===== src/rtl/dmem_arbiter.sv =====
// Two-port arbiter in front of a 64 B single-port data memory.
// Each accepted request gets one ACCESS cycle, then a done/err pulse and size-masked read data.
module dmem_arbiter #(
    parameter int unsigned ADDR_W = 12,
    parameter int unsigned MEM_AW = 6,
    parameter bit          RR_EN  = 1'b1
) (
    input  logic              clk,
    input  logic              rst,
    input  logic              req0,
    input  logic              req1,
    output logic              gnt0,
    output logic              gnt1,
    input  logic [ADDR_W-1:0] addr0,
    input  logic [ADDR_W-1:0] addr1,
    input  logic [63:0]       wdata0,
    input  logic [63:0]       wdata1,
    input  logic [1:0]        word0,
    input  logic [1:0]        word1,
    input  logic              we0,
    input  logic              we1,
    output logic              done0,
    output logic              done1,
    output logic              err0,
    output logic              err1,
    output logic [63:0]       rdata0,
    output logic [63:0]       rdata1,
    output logic [MEM_AW-1:0] mem_addr,
    output logic [63:0]       mem_dataw,
    output logic [1:0]        mem_word,
    output logic              mem_rw,
    input  logic [63:0]       mem_datar
);

    typedef enum logic [0:0] {StIdle, StAccess} state_e;

    state_e              state_q, state_d;
    logic                last_q;
    logic                cmd_port_q, cmd_we_q, cmd_bad_q;
    logic [MEM_AW-1:0]   cmd_addr_q;
    logic [63:0]         cmd_wdata_q;
    logic [1:0]          cmd_word_q;
    logic                done0_q, done1_q, err0_q, err1_q;
    logic [63:0]         rdata0_q, rdata1_q;

    logic                hs;
    logic [ADDR_W-1:0]   sel_addr;
    logic [63:0]         sel_wdata;
    logic [1:0]          sel_word;
    logic                sel_we;
    logic                sel_bad;
    logic [MEM_AW:0]     span;
    logic [63:0]         rd_mask;
    logic                in_access;

    // Round-robin favours the port that was not served last; fixed mode always favours port 0.
    always_comb begin
        gnt0 = 1'b0;
        gnt1 = 1'b0;
        if (state_q == StIdle && !rst) begin
            if (req0 && req1) begin
                if (RR_EN && !last_q) gnt1 = 1'b1;
                else                  gnt0 = 1'b1;
            end else begin
                gnt0 = req0;
                gnt1 = req1;
            end
        end
    end

    assign hs        = gnt0 | gnt1;
    assign sel_addr  = gnt1 ? addr1  : addr0;
    assign sel_wdata = gnt1 ? wdata1 : wdata0;
    assign sel_word  = gnt1 ? word1  : word0;
    assign sel_we    = gnt1 ? we1    : we0;

    // Reject addresses beyond the memory and accesses that would wrap past its top byte.
    assign span    = {1'b0, sel_addr[MEM_AW-1:0]} + ((MEM_AW + 1)'(1) << sel_word);
    assign sel_bad = (|sel_addr[ADDR_W-1:MEM_AW]) || (span > {1'b1, {MEM_AW{1'b0}}});

    always_comb begin
        state_d = state_q;
        unique case (state_q)
            StIdle:   if (hs) state_d = StAccess;
            StAccess: state_d = StIdle;
            default:  state_d = StIdle;
        endcase
    end

    always_comb begin
        rd_mask = '1;
        unique case (cmd_word_q)
            2'b00:   rd_mask = 64'h0000_0000_0000_00ff;
            2'b01:   rd_mask = 64'h0000_0000_0000_ffff;
            2'b10:   rd_mask = 64'h0000_0000_ffff_ffff;
            default: rd_mask = '1;
        endcase
    end

    assign in_access = (state_q == StAccess);
    assign mem_addr  = in_access ? cmd_addr_q  : '0;
    assign mem_dataw = in_access ? cmd_wdata_q : '0;
    assign mem_word  = in_access ? cmd_word_q  : '0;
    assign mem_rw    = in_access & cmd_we_q & ~cmd_bad_q & ~rst;

    always_ff @(posedge clk) begin
        if (rst) begin
            state_q     <= StIdle;
            last_q      <= 1'b1;
            cmd_port_q  <= 1'b0;
            cmd_we_q    <= 1'b0;
            cmd_bad_q   <= 1'b0;
            cmd_addr_q  <= '0;
            cmd_wdata_q <= '0;
            cmd_word_q  <= '0;
            done0_q     <= 1'b0;
            done1_q     <= 1'b0;
            err0_q      <= 1'b0;
            err1_q      <= 1'b0;
            rdata0_q    <= '0;
            rdata1_q    <= '0;
        end else begin
            state_q <= state_d;
            done0_q <= 1'b0;
            done1_q <= 1'b0;
            err0_q  <= 1'b0;
            err1_q  <= 1'b0;
            if (hs) begin
                cmd_port_q  <= gnt1;
                cmd_we_q    <= sel_we;
                cmd_bad_q   <= sel_bad;
                cmd_addr_q  <= sel_addr[MEM_AW-1:0];
                cmd_wdata_q <= sel_wdata;
                cmd_word_q  <= sel_word;
                last_q      <= gnt1;
            end
            if (in_access) begin
                if (!cmd_port_q) begin
                    done0_q <= 1'b1;
                    err0_q  <= cmd_bad_q;
                    if (cmd_bad_q)      rdata0_q <= '0;
                    else if (!cmd_we_q) rdata0_q <= mem_datar & rd_mask;
                end else begin
                    done1_q <= 1'b1;
                    err1_q  <= cmd_bad_q;
                    if (cmd_bad_q)      rdata1_q <= '0;
                    else if (!cmd_we_q) rdata1_q <= mem_datar & rd_mask;
                end
            end
        end
    end

    assign done0  = done0_q;
    assign done1  = done1_q;
    assign err0   = err0_q;
    assign err1   = err1_q;
    assign rdata0 = rdata0_q;
    assign rdata1 = rdata1_q;

endmodule

===== config.mk =====
export PLATFORM = sky130hd
export DESIGN_NAME = dmem_arbiter
export DESIGN_NICKNAME = d
export VERILOG_FILES = /design/src/rtl/dmem_arbiter.sv
export SDC_FILE = /design/constraint.sdc
export NUM_CORES = 1
export LEC_CHECK = 0
export BUFFER_PORTS_ARGS = -buffer_cell sky130_fd_sc_hd__buf_2
export CORE_ASPECT_RATIO = 0.6
export CORE_MARGIN = 3
export CORE_UTILIZATION = 29
export CTS_CLUSTER_SIZE = 40
export DETAILED_ROUTE_END_ITERATION = 8
export MAX_ROUTING_LAYER = met4
export PLACE_DENSITY_LB_ADDON = 0.08
export SETUP_SLACK_MARGIN = 0.1
export SYNTH_ARGS = -nofsm -noshare
export SYNTH_HDL_FRONTEND = slang
export SYNTH_SLANG_ARGS = --single-unit

===== constraint.sdc =====
create_clock -name clk -period 4.3 [get_ports clk]
set_clock_uncertainty 0.15 [all_clocks]
set_input_delay 0.645 -clock clk [delete_from_list [all_inputs] [get_ports clk]]
set_output_delay 0.645 -clock clk [all_outputs]
set_load 0.02 [all_outputs]

==> results of run 1 <==
[cell families after synthesis]
family	share of synthesized area, %
simple gates	29.66
fa+ha+maj	0.7802
compound gates	17.18
mux	0.1115
flops	46.59
buf+inv	5.587
xor+xnor	0.09754
[synth_stat cells (all sizes together)]
cell      n  area share [%]
a211oi    3            0.31
nor3b     1           0.084
and4b     1            0.11
mux2i     1            0.11
a311oi   72             8.4
nand2b    3            0.21
a211o     1           0.098
nor4      2            0.14
o31ai     2            0.17
o22ai     2            0.14
and3      2            0.14
dfxtp   209              47
buf      49             2.9
xnor2     1           0.098
o21bai    1           0.084
clkbuf   57             2.4
and2     74             5.2
o21a      2            0.17
nor2b    10            0.70
nor3      3            0.17
nand2   296              12
a21oi   132             7.4
nand4     1           0.070
ha        4            0.56
nor2     83             3.5
inv       8            0.33
nand3   117             6.5
a21o      1           0.084
or3       2            0.14
nor4bb    1            0.11
fa        1            0.22
o21ai     3            0.17
a221o     1            0.11
nand3b    3            0.25
o211ai    1           0.084
[metal layers]
layer	track usage [%]	vias to the layer above
li1	-	4640
met1	26.59	4364
met2	31.86	239
met3	4.980	49
met4	4.498	0
met5	-	-
[power groups by stage]
stage               combinational, W  sequential, W  clock [W]
floorplan                   0.000357        0.00209          0
global placement            0.000611        0.00209          0
detailed placement          0.000609        0.00209          0
CTS                         0.000611        0.00205    0.00206
global route                0.000671        0.00206    0.00214
finish                      0.000604        0.00205    0.00199
[registers in the layout, summed over array words and instances (netlist names), 2 cells and up]
register and cells:
rdata0 64, cmd_addr_q 6, rdata1 64, cmd_wdata_q 64
cmd_word_q 2
[worst paths after layout]
kind                                   to  slack [ns]
max                cmd_bad_q$_SDFFE_PP0P_        1.00
min          cmd_wdata_q[30]$_SDFFE_PP0P_        0.23
max reg2reg        cmd_bad_q$_SDFFE_PP0P_        1.00
min reg2reg       rdata0[23]$_SDFFE_PP0P_        0.30
[through the flow]
| step | instances | setup slack [ns] |
|---|---|---|
| detailed placement | 1897 | 0.4981 |
| CTS | 1935 | 0.9810 |
| floorplan | 1150 | 1.083 |
| global placement | 1897 | 0.5979 |
| global route | 1939 | 0.6523 |
| finish | 1939 | 1.003 |
[worst reg2reg max path, cell delays in order (launching register included)]
cell and delay (ns):
sky130_fd_sc_hd__dfxtp_1 0.36, sky130_fd_sc_hd__a211oi_2 0.30, sky130_fd_sc_hd__nand2_2 0.32, sky130_fd_sc_hd__inv_2 0.42, sky130_fd_sc_hd__nand2_1 0.14, sky130_fd_sc_hd__nand2_1 0.08, sky130_fd_sc_hd__ha_1 0.16, sky130_fd_sc_hd__inv_1 0.06
sky130_fd_sc_hd__fa_1 0.43, sky130_fd_sc_hd__xnor2_1 0.22, sky130_fd_sc_hd__and4b_1 0.21, sky130_fd_sc_hd__or3_1 0.30, sky130_fd_sc_hd__o22ai_1 0.10
[final cells by class]
class                   count  area [um^2]
diodes                      4        10.01
clock buffers              30        651.9
clock inverters             8        90.09
fillers                  3228        18130
inverters                   8        32.53
multi-input cells         827         4310
flip-flops and latches    209         4185
well taps                 408        510.5
repair buffers            445         2303
==> run metrics, run 1 <==
number of antenna violations at the first check in global routing 4; Worst Path Arrival 3.59 ns; sum of overflow across all layers after global routing 0; number of levels the H-tree was split into 1; Num Clock Sinks 209; CP peak stage delay 0.43 ns; f_max 303.3 MHz; largest net degree at the start of global routing 209; crit end category register; number of register bits inferred by synthesis 209; Cell Chain, Critical Path a211oi_2 > nand2_2 > inv_2 > nand2_1 > nand2_1 > ha_1 > inv_1 > fa_1 > xnor2_1 > and4b_1 > or3_1 > o22ai_1; Core ar. 30230 um^2; startpoint of the lowest-slack hold path wdata1[30]; Final ANT Viol Nets 0; post-route cell area 12090 um^2; number of cells traversed by the worst hold path 3; # nets final 1744; number of synthesis warnings 0; via count of the first global-routing pass 8873; cell with the biggest individual delay on the critical path sky130_fd_sc_hd__fa_1; power share of the clock group 42.9%; result of the run finished, final reports clean; relative area change from synthesis to final layout 34.66%; count of buffering cells on the critical path with inverters included 2; ports placed on the boundary 433; setup total negative slack 0 ns; ratio of cells with drive above 1 in the final layout 33.46%; vias per std cell 4.792; synthesized cell area 8981 um^2; sw power 0.001238 W; Worst Hold Class primary input to register; Sw Ratio 26.65%; CTS tree done; leading cell type in the layout, fill and taps excluded sky130_fd_sc_hd__buf_2; clock-pin slew on the worst setup and hold paths 0.07 ns; Clk Tree Root Cell sky130_fd_sc_hd__clkbuf_16; most repeated library cell on the critical path sky130_fd_sc_hd__nand2_1; DR vias 9292; number of different library cells in the post-synthesis netlist 42; critical path data required time 4.59 ns; met2 layer wire length in the routed design 16130 um; met1 WL 15380 um; wirelength, routed 34460 um; final hold viol count 0; Final Wtd Congestion 0.8041; power per cell area 384.0 nW/um^2; net count after synthesis 1381; hold-fix buffers at CTS 0; highest routed layer met4; final core utilization 40.01%; logic depth of the worst register-to-register path 12; internal power summed over all cells 0.003406 W; cell type group with the largest total delay on the critical path simple AND/OR/NAND/NOR gates; row count 49; worst setup path start last_q$_SDFFE_PP1P_; Fin Hold WS 0.2348 ns; Post-CTS Resized 0; Inserted Clock Buffers 22; insertion delay to the later sink of the worst-skew pair 0.51 ns; total cell area at the placement stage 11340 um^2; gate count after technology mapping 1150; highest-count cells in the layout ignoring fill and taps 431 x sky130_fd_sc_hd__buf_2, 295 x sky130_fd_sc_hd__nand2_1, 208 x sky130_fd_sc_hd__dfxtp_1; post-detail-place hpwl 23410 um; worst slew margin relative to its limit 21.18%; final setup violation count 0; number of violations of the max-capacitance limit 0; setup repair after global routing missed its margin false; first-pass GRT wire length 51690 um; Setup Crit Path Kind register to register; overall routing resource usage 20.31%; quantity of I/O buffers inserted on ports 432; relative contribution of combinational cells to total power 13.0%; setup repair bufs after CTS 0; Die Ht 142.3 um; minimum period implied by the final worst setup slack 3.297 ns; total stage count of the critical path 12; transition at the pin with the smallest max-transition slack 1.182 ns; drc violations 0; Bufs on Longest Clock Path 3; largest fanout on the critical path 21; sequential share of power 44.1%; initial core utilization 29.71%; portion of the post-synthesis area used by sequential elements 46.59%; violation count after the first detailed-route iteration 492; Die Width 233.2 um; average instance area after synthesis 7.810 um^2; Leakage Power 5.393 nW; total power consumption of the routed design 0.004644 W; average detailed-routed wire length per instance 17.77 um; max-slew violation count 0; Final period util 76.67%; worst-case vdd ir drop 0.0002706 V; first drt pass iteration count 5; Routed met3 length 2127 um; Die ar. 33190 um^2; FF-to-FF Start last_q$_SDFFE_PP1P_; CP Launch Type register
(Power assumes the default switching activity.)
==> run 2, diff against run 1 <==
- ABC_AREA: not set -> 1
- clock period: 4.3 -> 2.99 ns (I/O delays scaled with it)
==> run 2 against run 1 <==
Sequential share of layout area decreased by 1.5 points; worst setup slack worse by 0.73 ns; synthesized cell count grew 20%; register-to-register slack worse by 0.56 ns; combinational power increased by 89%; first-iteration DRC count is 15% lower; largest power group is now clock; critical path depth shrank 7; via count grew 5.8%; final cell count rose by 13%; final area up 4.6%; critical path type is now register to output pin.
==> run metrics, run 2 <==
Synth async-reset ratio 0% (unchanged); net count after synthesis 1612 (was 1381); largest net degree at the start of global routing 80 (was 209); Post-synth top flop sky130_fd_sc_hd__dfxtp_1 (unchanged); Worst Path Arrival 2.12 ns (was 3.59 ns); Core ar. 31590 um^2 (was 30230 um^2); gate count after technology mapping 1381 (was 1150); count of non-filler cells in the finished layout 2194 (was 1939); final hold viol count 0 (unchanged); power per cell area 577.5 nW/um^2 (was 384.0 nW/um^2); setup repair after global routing missed its margin false (unchanged); top post-synthesis cells by area sky130_fd_sc_hd__dfxtp_1 44%, sky130_fd_sc_hd__nand2_1 20%, sky130_fd_sc_hd__a21oi_1 7.2%, sky130_fd_sc_hd__inv_1 6.7%, sky130_fd_sc_hd__o211ai_1 5.6% (was sky130_fd_sc_hd__dfxtp_1 47%, sky130_fd_sc_hd__nand2_1 12%, sky130_fd_sc_hd__a21oi_1 7.4%, sky130_fd_sc_hd__nand3_1 6.5%, sky130_fd_sc_hd__and2_1 5.2%); critical path data required time 2.39 ns (was 4.59 ns); CTS tree done (unchanged); number of antenna violations at the first check in global routing 5 (was 4); ratio of cells with drive above 1 in the final layout 28.31% (was 33.46%); number of synthesis warnings 0 (unchanged); Final period util 90.82%; first-pass GRT wire length 54320 um (was 51690 um); number of filler cells placed in the layout 3464 (was 3228); Final ANT Viol Nets 0 (unchanged); Inserted Clock Buffers 23 (was 22); # nets final 1988 (was 1744); number of enable flip-flop cells after synthesis 0 (unchanged); internal reg-to-reg setup slack 0.44 ns (was 1.00 ns); result of the run finished, final reports clean (unchanged); highest-count cells in the layout ignoring fill and taps 497 x sky130_fd_sc_hd__nand2_1, 431 x sky130_fd_sc_hd__buf_2, 208 x sky130_fd_sc_hd__dfxtp_1 (was 431 x sky130_fd_sc_hd__buf_2, 295 x sky130_fd_sc_hd__nand2_1, 208 x sky130_fd_sc_hd__dfxtp_1); max-slew violation count 0 (unchanged); worst slew margin relative to its limit 49.84% (was 21.18%); Post-CTS Resized 1 (was 0); Die Ht 145.5 um (was 142.3 um); clock-pin slew on the worst setup and hold paths 0.06 ns (was 0.07 ns); ports placed on the boundary 433 (unchanged); first drt pass iteration count 4 (was 5); post-detail-place hpwl 24970 um (was 23410 um); Die Width 238.5 um (was 233.2 um); setup total negative slack 0 ns (unchanged); Num Clock Sinks 209 (unchanged); setup repair bufs after CTS 0 (unchanged); most instantiated library cell after synthesis sky130_fd_sc_hd__nand2_1 (unchanged); final setup violation count 0 (unchanged); average instance area after synthesis 6.812 um^2 (was 7.810 um^2); Die ar. 34710 um^2 (was 33190 um^2); CP Launch Type register (unchanged); initial core utilization 29.78% (was 29.71%); placed insts 2148 (was 1897); row count 50 (was 49); minimum period implied by the final worst setup slack 2.715 ns; f_max 368.3 MHz; relative area change from synthesis to final layout 34.43% (was 34.66%); biggest area consumer among synthesized cells sky130_fd_sc_hd__dfxtp_1 (unchanged); overall routing resource usage 20.10% (was 20.31%); via count of the first global-routing pass 9568 (was 8873); Setup Crit Path Kind register to output pin (was register to register); violation count after the first detailed-route iteration 419 (was 492); number of different library cells in the post-synthesis netlist 25 (was 42); average detailed-routed wire length per instance 16.08 um (was 17.77 um); number of levels the H-tree was split into 1 (unchanged); DR vias 9829 (was 9292); sum of overflow across all layers after global routing 0 (unchanged); largest fanout on the critical path 66 (was 21); worst-case vdd ir drop 0.0003852 V (was 0.0002706 V); vias per std cell 4.480 (was 4.792); drc violations 0 (unchanged); leading post-synthesis cells by instance count 498 x sky130_fd_sc_hd__nand2_1, 209 x sky130_fd_sc_hd__dfxtp_1, 169 x sky130_fd_sc_hd__inv_1 (was 295 x sky130_fd_sc_hd__nand2_1, 209 x sky130_fd_sc_hd__dfxtp_1, 132 x sky130_fd_sc_hd__a21oi_1); transition at the pin with the smallest max-transition slack 0.7524 ns (was 1.182 ns); Leakage Power 6.843 nW (was 5.393 nW); wirelength, routed 35270 um (was 34460 um); number of violations of the max-capacitance limit 0 (unchanged); Fin Hold WS 0.05696 ns (was 0.2348 ns); final core utilization 40.03% (was 40.01%); quantity of I/O buffers inserted on ports 432 (unchanged); leading cell type in the layout, fill and taps excluded sky130_fd_sc_hd__nand2_1 (was sky130_fd_sc_hd__buf_2); insertion delay to the later sink of the worst-skew pair 0.51 ns (about the same); crit end category output pin (was register); synthesized cell area 9408 um^2 (was 8981 um^2); portion of the post-synthesis area used by sequential elements 44.47% (was 46.59%); hold-fix buffers at CTS 0 (unchanged); Bufs on Longest Clock Path 3 (unchanged); share of the synthesized area in the top cell type 44.47% (was 46.59%); Worst Hold Class primary input to register (unchanged); Final Wtd Congestion 0.8020 (was 0.8041); number of register bits inferred by synthesis 209 (unchanged); Clk Tree Root Cell sky130_fd_sc_hd__clkbuf_16 (unchanged)
[run 2: layout make-up]
cell class | instances | area, um^2 | share of cell area [%]
Inverter | 178 | 669.4 | 5.293
Clock inverter | 6 | 141.4 | 1.118
Timing Repair Buffer | 449 | 2350 | 18.58
Sequential cell | 209 | 4188 | 33.11
Tap cell | 416 | 520.5 | 4.116
Antenna cell | 5 | 12.51 | 0.09893
Clock buffer | 35 | 701.9 | 5.550
Multi-Input combinational cell | 896 | 4064 | 32.13
[run 2: layer usage]
metal / track usage [%] / vias up / wire, um
li1: - / 5080 / -
met1: 27.24 / 4463 / 16900
met2: 31.44 / 238 / 15930
met3: 3.580 / 48 / 1672
met4: 4.348 / 0 / 770
met5: - / - / 0
[run 2: through the flow]
step	area (um^2)	setup WS, ns	power (W)
2_1_floorplan	9408	0.4383	0.003772
4_1_cts	12630	0.1563	0.007418
3_5_place_dp	11780	0.2287	0.004215
6_report	12650	0.2746	0.007304
3_3_place_gp	11780	0.2565	0.004213
5_1_grt	12650	0.1469	0.007667
[run 2: cells by family after synthesis]
group | after synthesis | share of synthesized area, %
adders and majority gates | 5 | 0.7448
AOI/OAI and AO/OA | 240 | 14.74
and+or+nand+nor | 650 | 27.54
buffers and inverters | 276 | 12.41
xor gates and xnor gates | 1 | 0.09311
DFF | 209 | 44.47
[run 2: critical path, cell delays in order, from the launching register on]
cell                      delay [ns]
sky130_fd_sc_hd__dfxtp_4        0.35
sky130_fd_sc_hd__nor2_4         0.12
sky130_fd_sc_hd__nand3_2        0.20
sky130_fd_sc_hd__inv_2          0.20
sky130_fd_sc_hd__buf_6          0.42
sky130_fd_sc_hd__buf_2          0.26
[run 2: report_power, final]
part / total, W / internal (W) / switching (W) / leakage [nW]
clock network: 0.00316 / 0.00197 / 0.00120 / 0.412
registers: 0.00300 / 0.00293 / 0.0000714 / 1.70
logic: 0.00114 / 0.000385 / 0.000753 / 4.73
[run 2: worst paths after layout]
path                            from                 endpoint  depth (start not counted)
max             in_access$_SDFF_PP0_                     gnt1                          5
min reg2reg  rdata1[44]$_SDFFE_PP0P_  rdata1[44]$_SDFFE_PP0P_                          2
max reg2reg     in_access$_SDFF_PP0_   cmd_bad_q$_SDFFE_PP0P_                         15
min                     mem_datar[5]   rdata1[5]$_SDFFE_PP0P_                          3
